$ cat config.mk
export PLATFORM = sky130hd
export DESIGN_NAME = graph_dma_shim_flat
export DESIGN_NICKNAME = d
export VERILOG_FILES = /design/src/rtl/graph_dma_shim_pkg.sv /design/src/rtl/graph_dma_shim_if.sv /design/src/rtl/graph_dma_shim.sv /design/src/flat_wrapper.sv
export SDC_FILE = /design/constraint.sdc
export NUM_CORES = 1
export LEC_CHECK = 0
export CAP_MARGIN = 20
export CORE_UTILIZATION = 45
export CTS_BUF_LIST = sky130_fd_sc_hd__clkbuf_8
export CTS_CLUSTER_SIZE = 14
export DETAILED_ROUTE_END_ITERATION = 8
export GPL_ROUTABILITY_DRIVEN = 0
export PLACE_DENSITY = 0.72
export RECOVER_POWER = 50
export SYNTH_ARGS = -nofsm -noshare
export SYNTH_HDL_FRONTEND = slang
export SYNTH_SLANG_ARGS = --single-unit
export TNS_END_PERCENT = 5
$ cat constraint.sdc
create_clock -name clk -period 3.2 [get_ports clk]
set_input_delay 0.48 -clock clk [delete_from_list [all_inputs] [get_ports clk]]
set_output_delay 0.48 -clock clk [all_outputs]
set_load 0.03 [all_outputs]
$ cat src/rtl/graph_dma_shim_pkg.sv
// Shared state encodings, direction constants and helpers for the graph-mode DMA shim.
package graph_dma_shim_pkg;

  localparam logic [2:0] DMA_IDLE    = 3'd0;
  localparam logic [2:0] DMA_LD_REQ  = 3'd1;
  localparam logic [2:0] DMA_LD_WAIT = 3'd2;
  localparam logic [2:0] DMA_ST_RD   = 3'd3;
  localparam logic [2:0] DMA_ST_RDW  = 3'd4;
  localparam logic [2:0] DMA_ST_WR   = 3'd5;
  localparam logic [2:0] DMA_NXT     = 3'd6;
  localparam logic [2:0] DMA_DONE    = 3'd7;

  localparam logic DMA_DIR_LOAD  = 1'b0;
  localparam logic DMA_DIR_STORE = 1'b1;

  // First state of each byte transfer for the given direction.
  function automatic logic [2:0] dma_resume_state(input logic dir);
    return (dir == DMA_DIR_STORE) ? DMA_ST_RD : DMA_LD_REQ;
  endfunction

endpackage

$ cat src/rtl/graph_dma_shim_if.sv
// Command, DDR byte port and SRAM0 DMA port bundle; slave is the shim, master is its environment.
interface graph_dma_shim_if #(
  parameter int SRAM0_AW = 16,
  parameter int DDR_AW   = 32
);
  logic                dma_cmd_valid;
  logic [31:0]         dma_ddr_addr;
  logic [15:0]         dma_sram_addr;
  logic [15:0]         dma_length;
  logic                dma_direction;
  logic                dma_strided;
  logic [31:0]         dma_stride;
  logic [15:0]         dma_count;
  logic [15:0]         dma_block_len;
  logic                dma_done;
  logic                dma_busy;
  logic                ddr_rd_req;
  logic [DDR_AW-1:0]   ddr_rd_addr;
  logic                ddr_rd_valid;
  logic [7:0]          ddr_rd_data;
  logic                ddr_wr_req;
  logic [DDR_AW-1:0]   ddr_wr_addr;
  logic [7:0]          ddr_wr_data;
  logic                ddr_wr_ack;
  logic                sram_wr_en;
  logic [SRAM0_AW-1:0] sram_wr_addr;
  logic [7:0]          sram_wr_data;
  logic                sram_rd_en;
  logic [SRAM0_AW-1:0] sram_rd_addr;
  logic [7:0]          sram_rd_data;
  logic                cmd_drop;
  logic [31:0]         perf_bytes;

  modport slave (
    input  dma_cmd_valid, dma_ddr_addr, dma_sram_addr, dma_length, dma_direction,
           dma_strided, dma_stride, dma_count, dma_block_len,
           ddr_rd_valid, ddr_rd_data, ddr_wr_ack, sram_rd_data,
    output dma_done, dma_busy, ddr_rd_req, ddr_rd_addr, ddr_wr_req, ddr_wr_addr,
           ddr_wr_data, sram_wr_en, sram_wr_addr, sram_wr_data, sram_rd_en,
           sram_rd_addr, cmd_drop, perf_bytes
  );

  modport master (
    output dma_cmd_valid, dma_ddr_addr, dma_sram_addr, dma_length, dma_direction,
           dma_strided, dma_stride, dma_count, dma_block_len,
           ddr_rd_valid, ddr_rd_data, ddr_wr_ack, sram_rd_data,
    input  dma_done, dma_busy, ddr_rd_req, ddr_rd_addr, ddr_wr_req, ddr_wr_addr,
           ddr_wr_data, sram_wr_en, sram_wr_addr, sram_wr_data, sram_rd_en,
           sram_rd_addr, cmd_drop, perf_bytes
  );
endinterface

$ cat src/rtl/graph_dma_shim.sv
// Graph-mode DMA responder: byte mover between DDR and SRAM0, contiguous or strided.
//   state   | meaning
//   IDLE    | waiting for dma_cmd_valid
//   LD_REQ  | one-cycle DDR read request at d_ptr
//   LD_WAIT | waiting for ddr_rd_valid; SRAM write issued next cycle
//   ST_RD   | SRAM0 read strobe at s_ptr
//   ST_RDW  | SRAM0 read data captured
//   ST_WR   | DDR write request held until ack
//   NXT     | step to next block start (blk_base += stride)
//   DONE    | one-cycle dma_done
module graph_dma_shim
  import graph_dma_shim_pkg::*;
#(
  parameter int SRAM0_AW = 16,
  parameter int DDR_AW   = 32
) (
  input  logic            clk,
  input  logic            rst_n,
  graph_dma_shim_if.slave bus
);

  logic [2:0]          state;
  logic                dir;
  logic [15:0]         blocks, blen, byte_cnt, blk_cnt;
  logic [DDR_AW-1:0]   blk_base, d_ptr, stride;
  logic [SRAM0_AW-1:0] s_ptr;
  logic [7:0]          wr_data_q;
  logic                sram_wr_en_q;
  logic [SRAM0_AW-1:0] sram_wr_addr_q;
  logic [7:0]          sram_wr_data_q;
  logic                cmd_drop_q;
  logic [31:0]         perf_q;

  logic [15:0]         cmd_blocks, cmd_blen;
  logic                byte_step, byte_last, blk_last;
  logic [DDR_AW-1:0]   next_base;

  assign cmd_blocks = bus.dma_strided ? bus.dma_count : 16'd1;
  assign cmd_blen   = bus.dma_strided ? bus.dma_block_len : bus.dma_length;
  assign byte_step  = ((state == DMA_LD_WAIT) && bus.ddr_rd_valid) ||
                      ((state == DMA_ST_WR) && bus.ddr_wr_ack);
  assign byte_last  = (byte_cnt + 16'd1) == blen;
  assign blk_last   = (blk_cnt + 16'd1) == blocks;
  assign next_base  = blk_base + stride;

  always_ff @(posedge clk or negedge rst_n) begin
    if (!rst_n) begin
      state          <= DMA_IDLE;
      dir            <= DMA_DIR_LOAD;
      blocks         <= '0;
      blen           <= '0;
      byte_cnt       <= '0;
      blk_cnt        <= '0;
      blk_base       <= '0;
      d_ptr          <= '0;
      stride         <= '0;
      s_ptr          <= '0;
      wr_data_q      <= '0;
      sram_wr_en_q   <= 1'b0;
      sram_wr_addr_q <= '0;
      sram_wr_data_q <= '0;
      cmd_drop_q     <= 1'b0;
      perf_q         <= '0;
    end else begin
      sram_wr_en_q <= 1'b0;
      if (bus.dma_cmd_valid && (state != DMA_IDLE))
        cmd_drop_q <= 1'b1;

      if (byte_step) begin
        s_ptr    <= s_ptr + SRAM0_AW'(1);
        d_ptr    <= d_ptr + DDR_AW'(1);
        byte_cnt <= byte_cnt + 16'd1;
        perf_q   <= perf_q + 32'd1;
        if (byte_last)
          blk_cnt <= blk_cnt + 16'd1;
      end

      case (state)
        DMA_IDLE: if (bus.dma_cmd_valid) begin
          dir      <= bus.dma_direction;
          blocks   <= cmd_blocks;
          blen     <= cmd_blen;
          stride   <= bus.dma_stride[DDR_AW-1:0];
          blk_base <= bus.dma_ddr_addr[DDR_AW-1:0];
          d_ptr    <= bus.dma_ddr_addr[DDR_AW-1:0];
          s_ptr    <= bus.dma_sram_addr[SRAM0_AW-1:0];
          byte_cnt <= '0;
          blk_cnt  <= '0;
          state    <= ((cmd_blocks == 16'd0) || (cmd_blen == 16'd0))
                      ? DMA_DONE : dma_resume_state(bus.dma_direction);
        end
        DMA_LD_REQ: state <= DMA_LD_WAIT;
        DMA_ST_RD:  state <= DMA_ST_RDW;
        DMA_ST_RDW: begin
          wr_data_q <= bus.sram_rd_data;
          state     <= DMA_ST_WR;
        end
        DMA_LD_WAIT, DMA_ST_WR: if (byte_step) begin
          if (state == DMA_LD_WAIT) begin
            sram_wr_en_q   <= 1'b1;
            sram_wr_addr_q <= s_ptr;
            sram_wr_data_q <= bus.ddr_rd_data;
          end
          // The last block goes straight to DONE so dma_done follows the final byte.
          state <= byte_last ? (blk_last ? DMA_DONE : DMA_NXT) : dma_resume_state(dir);
        end
        DMA_NXT: begin
          blk_base <= next_base;
          d_ptr    <= next_base;
          byte_cnt <= '0;
          state    <= dma_resume_state(dir);
        end
        default: state <= DMA_IDLE;
      endcase
    end
  end

  assign bus.dma_done     = (state == DMA_DONE);
  assign bus.dma_busy     = (state != DMA_IDLE) && (state != DMA_DONE);
  assign bus.ddr_rd_req   = (state == DMA_LD_REQ);
  assign bus.ddr_rd_addr  = d_ptr;
  assign bus.ddr_wr_req   = (state == DMA_ST_WR);
  assign bus.ddr_wr_addr  = d_ptr;
  assign bus.ddr_wr_data  = wr_data_q;
  assign bus.sram_wr_en   = sram_wr_en_q;
  assign bus.sram_wr_addr = sram_wr_addr_q;
  assign bus.sram_wr_data = sram_wr_data_q;
  assign bus.sram_rd_en   = (state == DMA_ST_RD);
  assign bus.sram_rd_addr = s_ptr;
  assign bus.cmd_drop     = cmd_drop_q;
  assign bus.perf_bytes   = perf_q;

endmodule

$ cat src/flat_wrapper.sv
// flat-port wrapper written by rule: the top's interface ports become plain ports
module graph_dma_shim_flat import graph_dma_shim_pkg::*;
#(
  parameter int SRAM0_AW = 16,
  parameter int DDR_AW   = 32
)
  (clk, rst_n, bus_dma_cmd_valid, bus_dma_ddr_addr, bus_dma_sram_addr, bus_dma_length, bus_dma_direction, bus_dma_strided, bus_dma_stride, bus_dma_count, bus_dma_block_len, bus_ddr_rd_valid, bus_ddr_rd_data, bus_ddr_wr_ack, bus_sram_rd_data, bus_dma_done, bus_dma_busy, bus_ddr_rd_req, bus_ddr_rd_addr, bus_ddr_wr_req, bus_ddr_wr_addr, bus_ddr_wr_data, bus_sram_wr_en, bus_sram_wr_addr, bus_sram_wr_data, bus_sram_rd_en, bus_sram_rd_addr, bus_cmd_drop, bus_perf_bytes);
  graph_dma_shim_if #(.SRAM0_AW(SRAM0_AW), .DDR_AW(DDR_AW)) bus_i ();
  input  logic clk;
  input  logic rst_n;
  input wire logic [$bits(bus_i.dma_cmd_valid)-1:0] bus_dma_cmd_valid;
  input wire logic [$bits(bus_i.dma_ddr_addr)-1:0] bus_dma_ddr_addr;
  input wire logic [$bits(bus_i.dma_sram_addr)-1:0] bus_dma_sram_addr;
  input wire logic [$bits(bus_i.dma_length)-1:0] bus_dma_length;
  input wire logic [$bits(bus_i.dma_direction)-1:0] bus_dma_direction;
  input wire logic [$bits(bus_i.dma_strided)-1:0] bus_dma_strided;
  input wire logic [$bits(bus_i.dma_stride)-1:0] bus_dma_stride;
  input wire logic [$bits(bus_i.dma_count)-1:0] bus_dma_count;
  input wire logic [$bits(bus_i.dma_block_len)-1:0] bus_dma_block_len;
  input wire logic [$bits(bus_i.ddr_rd_valid)-1:0] bus_ddr_rd_valid;
  input wire logic [$bits(bus_i.ddr_rd_data)-1:0] bus_ddr_rd_data;
  input wire logic [$bits(bus_i.ddr_wr_ack)-1:0] bus_ddr_wr_ack;
  input wire logic [$bits(bus_i.sram_rd_data)-1:0] bus_sram_rd_data;
  output wire logic [$bits(bus_i.dma_done)-1:0] bus_dma_done;
  output wire logic [$bits(bus_i.dma_busy)-1:0] bus_dma_busy;
  output wire logic [$bits(bus_i.ddr_rd_req)-1:0] bus_ddr_rd_req;
  output wire logic [$bits(bus_i.ddr_rd_addr)-1:0] bus_ddr_rd_addr;
  output wire logic [$bits(bus_i.ddr_wr_req)-1:0] bus_ddr_wr_req;
  output wire logic [$bits(bus_i.ddr_wr_addr)-1:0] bus_ddr_wr_addr;
  output wire logic [$bits(bus_i.ddr_wr_data)-1:0] bus_ddr_wr_data;
  output wire logic [$bits(bus_i.sram_wr_en)-1:0] bus_sram_wr_en;
  output wire logic [$bits(bus_i.sram_wr_addr)-1:0] bus_sram_wr_addr;
  output wire logic [$bits(bus_i.sram_wr_data)-1:0] bus_sram_wr_data;
  output wire logic [$bits(bus_i.sram_rd_en)-1:0] bus_sram_rd_en;
  output wire logic [$bits(bus_i.sram_rd_addr)-1:0] bus_sram_rd_addr;
  output wire logic [$bits(bus_i.cmd_drop)-1:0] bus_cmd_drop;
  output wire logic [$bits(bus_i.perf_bytes)-1:0] bus_perf_bytes;
  assign bus_i.dma_cmd_valid = bus_dma_cmd_valid;
  assign bus_i.dma_ddr_addr = bus_dma_ddr_addr;
  assign bus_i.dma_sram_addr = bus_dma_sram_addr;
  assign bus_i.dma_length = bus_dma_length;
  assign bus_i.dma_direction = bus_dma_direction;
  assign bus_i.dma_strided = bus_dma_strided;
  assign bus_i.dma_stride = bus_dma_stride;
  assign bus_i.dma_count = bus_dma_count;
  assign bus_i.dma_block_len = bus_dma_block_len;
  assign bus_i.ddr_rd_valid = bus_ddr_rd_valid;
  assign bus_i.ddr_rd_data = bus_ddr_rd_data;
  assign bus_i.ddr_wr_ack = bus_ddr_wr_ack;
  assign bus_i.sram_rd_data = bus_sram_rd_data;
  assign bus_dma_done = bus_i.dma_done;
  assign bus_dma_busy = bus_i.dma_busy;
  assign bus_ddr_rd_req = bus_i.ddr_rd_req;
  assign bus_ddr_rd_addr = bus_i.ddr_rd_addr;
  assign bus_ddr_wr_req = bus_i.ddr_wr_req;
  assign bus_ddr_wr_addr = bus_i.ddr_wr_addr;
  assign bus_ddr_wr_data = bus_i.ddr_wr_data;
  assign bus_sram_wr_en = bus_i.sram_wr_en;
  assign bus_sram_wr_addr = bus_i.sram_wr_addr;
  assign bus_sram_wr_data = bus_i.sram_wr_data;
  assign bus_sram_rd_en = bus_i.sram_rd_en;
  assign bus_sram_rd_addr = bus_i.sram_rd_addr;
  assign bus_cmd_drop = bus_i.cmd_drop;
  assign bus_perf_bytes = bus_i.perf_bytes;
  graph_dma_shim #(.SRAM0_AW(SRAM0_AW), .DDR_AW(DDR_AW)) u_core (.clk(clk), .rst_n(rst_n), .bus(bus_i));
endmodule
# Word-level counts from Yosys, hierarchy flattened
# Cells that the tools add are included.
# W data, S select, Z words.
# totals
ff_bits,246
word_cells,78
output_inout_bits,151
in_bits,151
# op_classes
n_mux,28
n_reduce_logical,16
n_eq_ne,12
add_sub_neg,6
# ops
operator,count
$mux W16,11
$pmux W32 S2,2
$mux W32,3
$add A32 B1 Y32 const B,2
$add A16 B1 Y16 const B,3
$add A32 B32 Y32,1
$eq A16 B16 Y1,2
$logic_not A16 Y1,2
$pmux W16 S2,1
$pmux W3 S6,1
$eq A3 B3 Y1 const B,4
$mux W3,4
$eq A3 B2 Y1 const B,2
$reduce_and A2 Y1,3
$logic_and A1 B1 Y1,4
$mux W1,4
$mux W2,2
$eq A3 B1 Y1 const B,1
$logic_not A3 Y1,1
$ne A3 B3 Y1 const B,1
$reduce_and A3 Y1,1
$reduce_bool A3 Y1,1
$logic_or A1 B1 Y1,2
$ne A2 B1 Y1 const B,1
3 further kinds,3

# Logic depth before layout (Yosys ltp)
# logic_depth
ltp_word,6
depth_mapped,11
depth_no_buf,11

# Worst setup path before layout
# OpenSTA, ideal clock, no wires.
# synth_timing
kind,register -> register
from,register u_core.byte_cnt[0]
to,register u_core.blk_cnt[12]
arrival_ps,2704
setup_slack_ps,430
period_less_slack_ps,2770
path_stages_with_launch,11
setup_ps,66
required_time_ps,3134
path_cell_list,dfrtp_1 > ha_1 > nand4_2 > or4_4 > a2bb2oi_2 > nand4b_1 > a2111oi_4 > nand3_2 > buf_6 > or4_1 > nand2_1
# synth_via
elab_chain_len,6
# synth_lines
element,line_no,text
start: declaration,graph_dma_shim.sv:24,"logic [15:0] blocks, blen, byte_cnt, blk_cnt;"
start signal: assignment,graph_dma_shim.sv:72,byte_cnt <= byte_cnt + 16'd1;
$add A16 B1 Y16 *,graph_dma_shim.sv:42,assign byte_last = (byte_cnt + 16'd1) == blen;
$eq A16 B16 Y1 *,graph_dma_shim.sv:42,
$mux W16 *,graph_dma_shim.sv:74,if (byte_last)
$mux W16 *,graph_dma_shim.sv:69,if (byte_step) begin
$mux W16,graph_dma_shim.sv:79,DMA_IDLE: if (bus.dma_cmd_valid) begin
$mux W16 *,graph_dma_shim.sv:78,case (state)
end signal: assignment,graph_dma_shim.sv:75,blk_cnt <= blk_cnt + 16'd1;
end: declaration,graph_dma_shim.sv:24,
# Every way passes the cells marked *; elsewhere a longest branch is shown, timed or not.
# A chain may end at the register's enable or synchronous reset.

# Worst setup path in the final report
# layout_timing
from,register u_core.state[2]
to,output bus_ddr_wr_req
# layout_via
elab_chain_len,1
# layout_lines
element,line_no,text
start: declaration,graph_dma_shim.sv:22,logic [2:0] state;
start signal: assignment,graph_dma_shim.sv:89,state <= ((cmd_blocks == 16'd0) || (cmd_blen == 16'd0))
start signal: assignment,graph_dma_shim.sv:105,state <= byte_last ? (blk_last ? DMA_DONE : DMA_NXT) : dma_resume_state(dir);
start signal: assignment,graph_dma_shim.sv:111,state <= dma_resume_state(dir);
$eq A3 B3 Y1,graph_dma_shim.sv:122,assign bus.ddr_wr_req = (state == DMA_ST_WR);
end: declaration,flat_wrapper.sv:28,output wire logic [$bits(bus_i.ddr_wr_req)-1:0] bus_ddr_wr_req;
# No other way between the ends.

==> metrics.cfg <==
[cts]
ctsRootBufferMaster=clkbuf_8
cts_tree=built
clkTransAtPathRegs_ps=60
cts_max_level=2
numCtsBuffers=44
clockBufferDepth=3
cts_setup_buffers=0
clock_latency_ps=560
cts_sinks=246

[timing]
fin_skew_ps=21.66
tightest_slew_ps=2778
rsz0062_at_grt=false
tns_ps=0
period_share_pct=93.97
timing.fmax_mhz=332.6
timing.hold.ws_ps=447.6
slew_headroom_pct=-85.22
drv_slew=100
fin_crit_ps=3007
final-hold-violation-count=0
setup_violations=0

[cells_and_area]
drive_above_1_share_pct=9.013
finalInstanceArea_um2=18520
fin_cells=2272
fillers=2712
syn_to_final_growth_pct=29.90
final_nets=2033

[place]
dpl_cell_area_um2=17620
port_buffers=301
place_inst=2195
dp_hpwl_um=30110

[route]
drt_wl_total_um=40350
drt-pass1-iter-count=5
drtAntennaViolNets=0
wl_met3_um=2181
vias=12580
dr_wl_met2_um=19320
drc=0
drt-met1-wl_um=17620
top_layer=met4
viasPerCell=5.537
first_iter_violations=666
wire_per_inst_um=17.76

[run_status]
violations=capacitance limit, slew limit
status=finished with violations

[yosys]
synth-seq-cells=246
syn_inst=1566
synth_top_cell_area_share_pct=43.17
synth-async-reset-ratio_pct=100.0
syn_area_um2=14260
ys_types=80
synth_top_area_cell=dfrtp_1
synth-warning-count=0
ys_seq_area_share_pct=43.17
synth_ff_type=dfrtp_1
avgSynthCellArea_um2=9.106
synth-edff-count=0
synth_nets=1754
synth_area_leaders=dfrtp_1 (43%), nand2_1 (8.0%), xnor2_1 (5.5%)

[die]
die_h_um=180.0
die-area_um2=32410
row_count=64
start_util_pct=46.13
die_x_um=180.0
core_area_um2=30910
io_pins=302

[critical_path]
worstSetupPathType=flip-flop to output pin
critPathLaunchType=flip-flop
cp_max_fo=11
cp-end-kind=output pin
reg2reg_slack_ps=200
cp.required_ps=2720
arrival_ps=2530

[global_route]
grt_pass1_wl_um=65840
grt_overflow=0
antenna_found_initial=1
grt_pass1_vias=12490
grtUsageTotal_pct=24.94
grt_max_degree=103

[pwr]
powerDensity_nw_per_um2=969.1
power.leakage_nw=7.992
ir_drop_uv=447.3

[worst_hold_path]
hp-class=input port to flip-flop

[job]
cap_viol_max_count=2

[routing by layer]
metal / global-route usage [%] / vias to the layer above
li1: - / 6041
met1: 33.10 / 6052
met2: 41.59 / 404
met3: 3.678 / 83
met4: 8.786 / 0
met5: 0 / -
[sequential cells by signal, indices dropped and copies added (netlist names)]
signal / count
u_core.blen: 16
u_core.byte_cnt: 16
u_core.dir: 1
u_core.bus.sram_wr_en: 1
u_core.stride: 32
u_core.bus.sram_rd_addr: 16
u_core.bus.cmd_drop: 1
u_core.bus.perf_bytes: 32
u_core.blk_cnt: 16
u_core.bus.ddr_wr_data: 8
u_core.bus.sram_wr_addr: 16
u_core.blk_base: 32
u_core.bus.ddr_rd_addr: 32
u_core.state: 3
u_core.bus.sram_wr_data: 8
u_core.blocks: 16
[logic make-up after synthesis]
| group | synth area share (%) |
|---|---|
| muxes | 5.229 |
| buffers and inverters | 4.510 |
| adders and majority gates | 3.299 |
| DFF | 43.17 |
| and+or+nand+nor | 21.70 |
| AOI/OAI and AO/OA | 12.82 |
| xor gates and xnor gates | 9.274 |
[cell type report]
| type | instances | area (um2) | share of cell area [%] |
|---|---|---|---|
| Clock buffer | 60 | 825.8 | 4.458 |
| Inverter | 25 | 93.84 | 0.5066 |
| Clock inverter | 16 | 107.6 | 0.5809 |
| Sequential cell | 246 | 6158 | 33.25 |
| Multi-Input combinational cell | 1186 | 7505 | 40.51 |
| Antenna cell | 1 | 2.502 | 0.01351 |
| Tap cell | 396 | 495.5 | 2.675 |
| Timing Repair Buffer | 342 | 3336 | 18.01 |
[cell usage in the layout (no fill, tap or decap), types with 27 or more instances in the layout]
cell,synthesis,routed
nand2_1,303,302
clkdlybuf4s50_1,0,300
dfrtp_1,246,244
nor2_1,97,97
xnor2_1,89,89
o21ai_0,76,76
nand3_1,65,65
xor2_1,62,62
clkbuf_8,0,60
a21oi_1,57,56
mux2i_1,36,35
ha_1,36,35
mux2_2,32,32
nand4_1,31,31
inv_1,24,30
nor3_1,29,28
buf_4,34,28
o211ai_1,27,27
[metrics by stage]
stage,utilization [%],setup WS [ps],power [mW]
3_5_place_dp,57.02,84.50,14.86
2_1_floorplan,-,429.7,11.65
5_1_grt,59.93,13.77,19.18
6_report,59.93,193.1,17.95
3_3_place_gp,57.02,218.9,14.67
4_1_cts,60.04,75.80,18.02
[repair_timing]
item                                    4_1_cts  5_1_grt
hold buffers                                  0        0
resized for setup                             1        8
pin swaps                                     0        1
endpoints found under the setup margin        1       19
[cells in the mapped netlist (all sizes together) (11+ instances only)]
cell type and number:
nand2 303, dfrtp 246, nor2 97, xnor2 89, o21ai 81, nand3 66
xor2 62, clkbuf 59, a21oi 57, buf 50, mux2i 37, ha 36
mux2 33, nand4 33, nor3 29, o211ai 27, and3 24, inv 24
a21boi 17, nor4 17, a211oi 12, nand2b 12, nor2b 11, or4 11
[critical path: stages, from the launching register on]
cell and delay (ps):
dfrtp_2 490, clkinv_1 290, nor3_1 430, clkdlybuf4s50_1 760
[where the power goes]
group	internal [mW]	switching (mW)
Sequential	4.27	1.22
Clock	1.75	1.33
Combinational	4.01	5.39
[worst paths after layout]
kind                            cells past startpoint                         end                 from
worst max-delay path                                3              bus_ddr_wr_req      u_core.state[2]
min in group asynchronous                           1  u_core.bus.ddr_rd_addr[14]                rst_n
max in group asynchronous                           2           u_core.stride[25]                rst_n
worst max register to register                      9         u_core.blk_base[29]    u_core.stride[10]
worst min-delay path                                3           u_core.stride[22]   bus_dma_stride[22]
worst min register to register                      1         u_core.bus.cmd_drop  u_core.bus.cmd_drop
No activity file was read; power rests on OpenSTA's default activity.
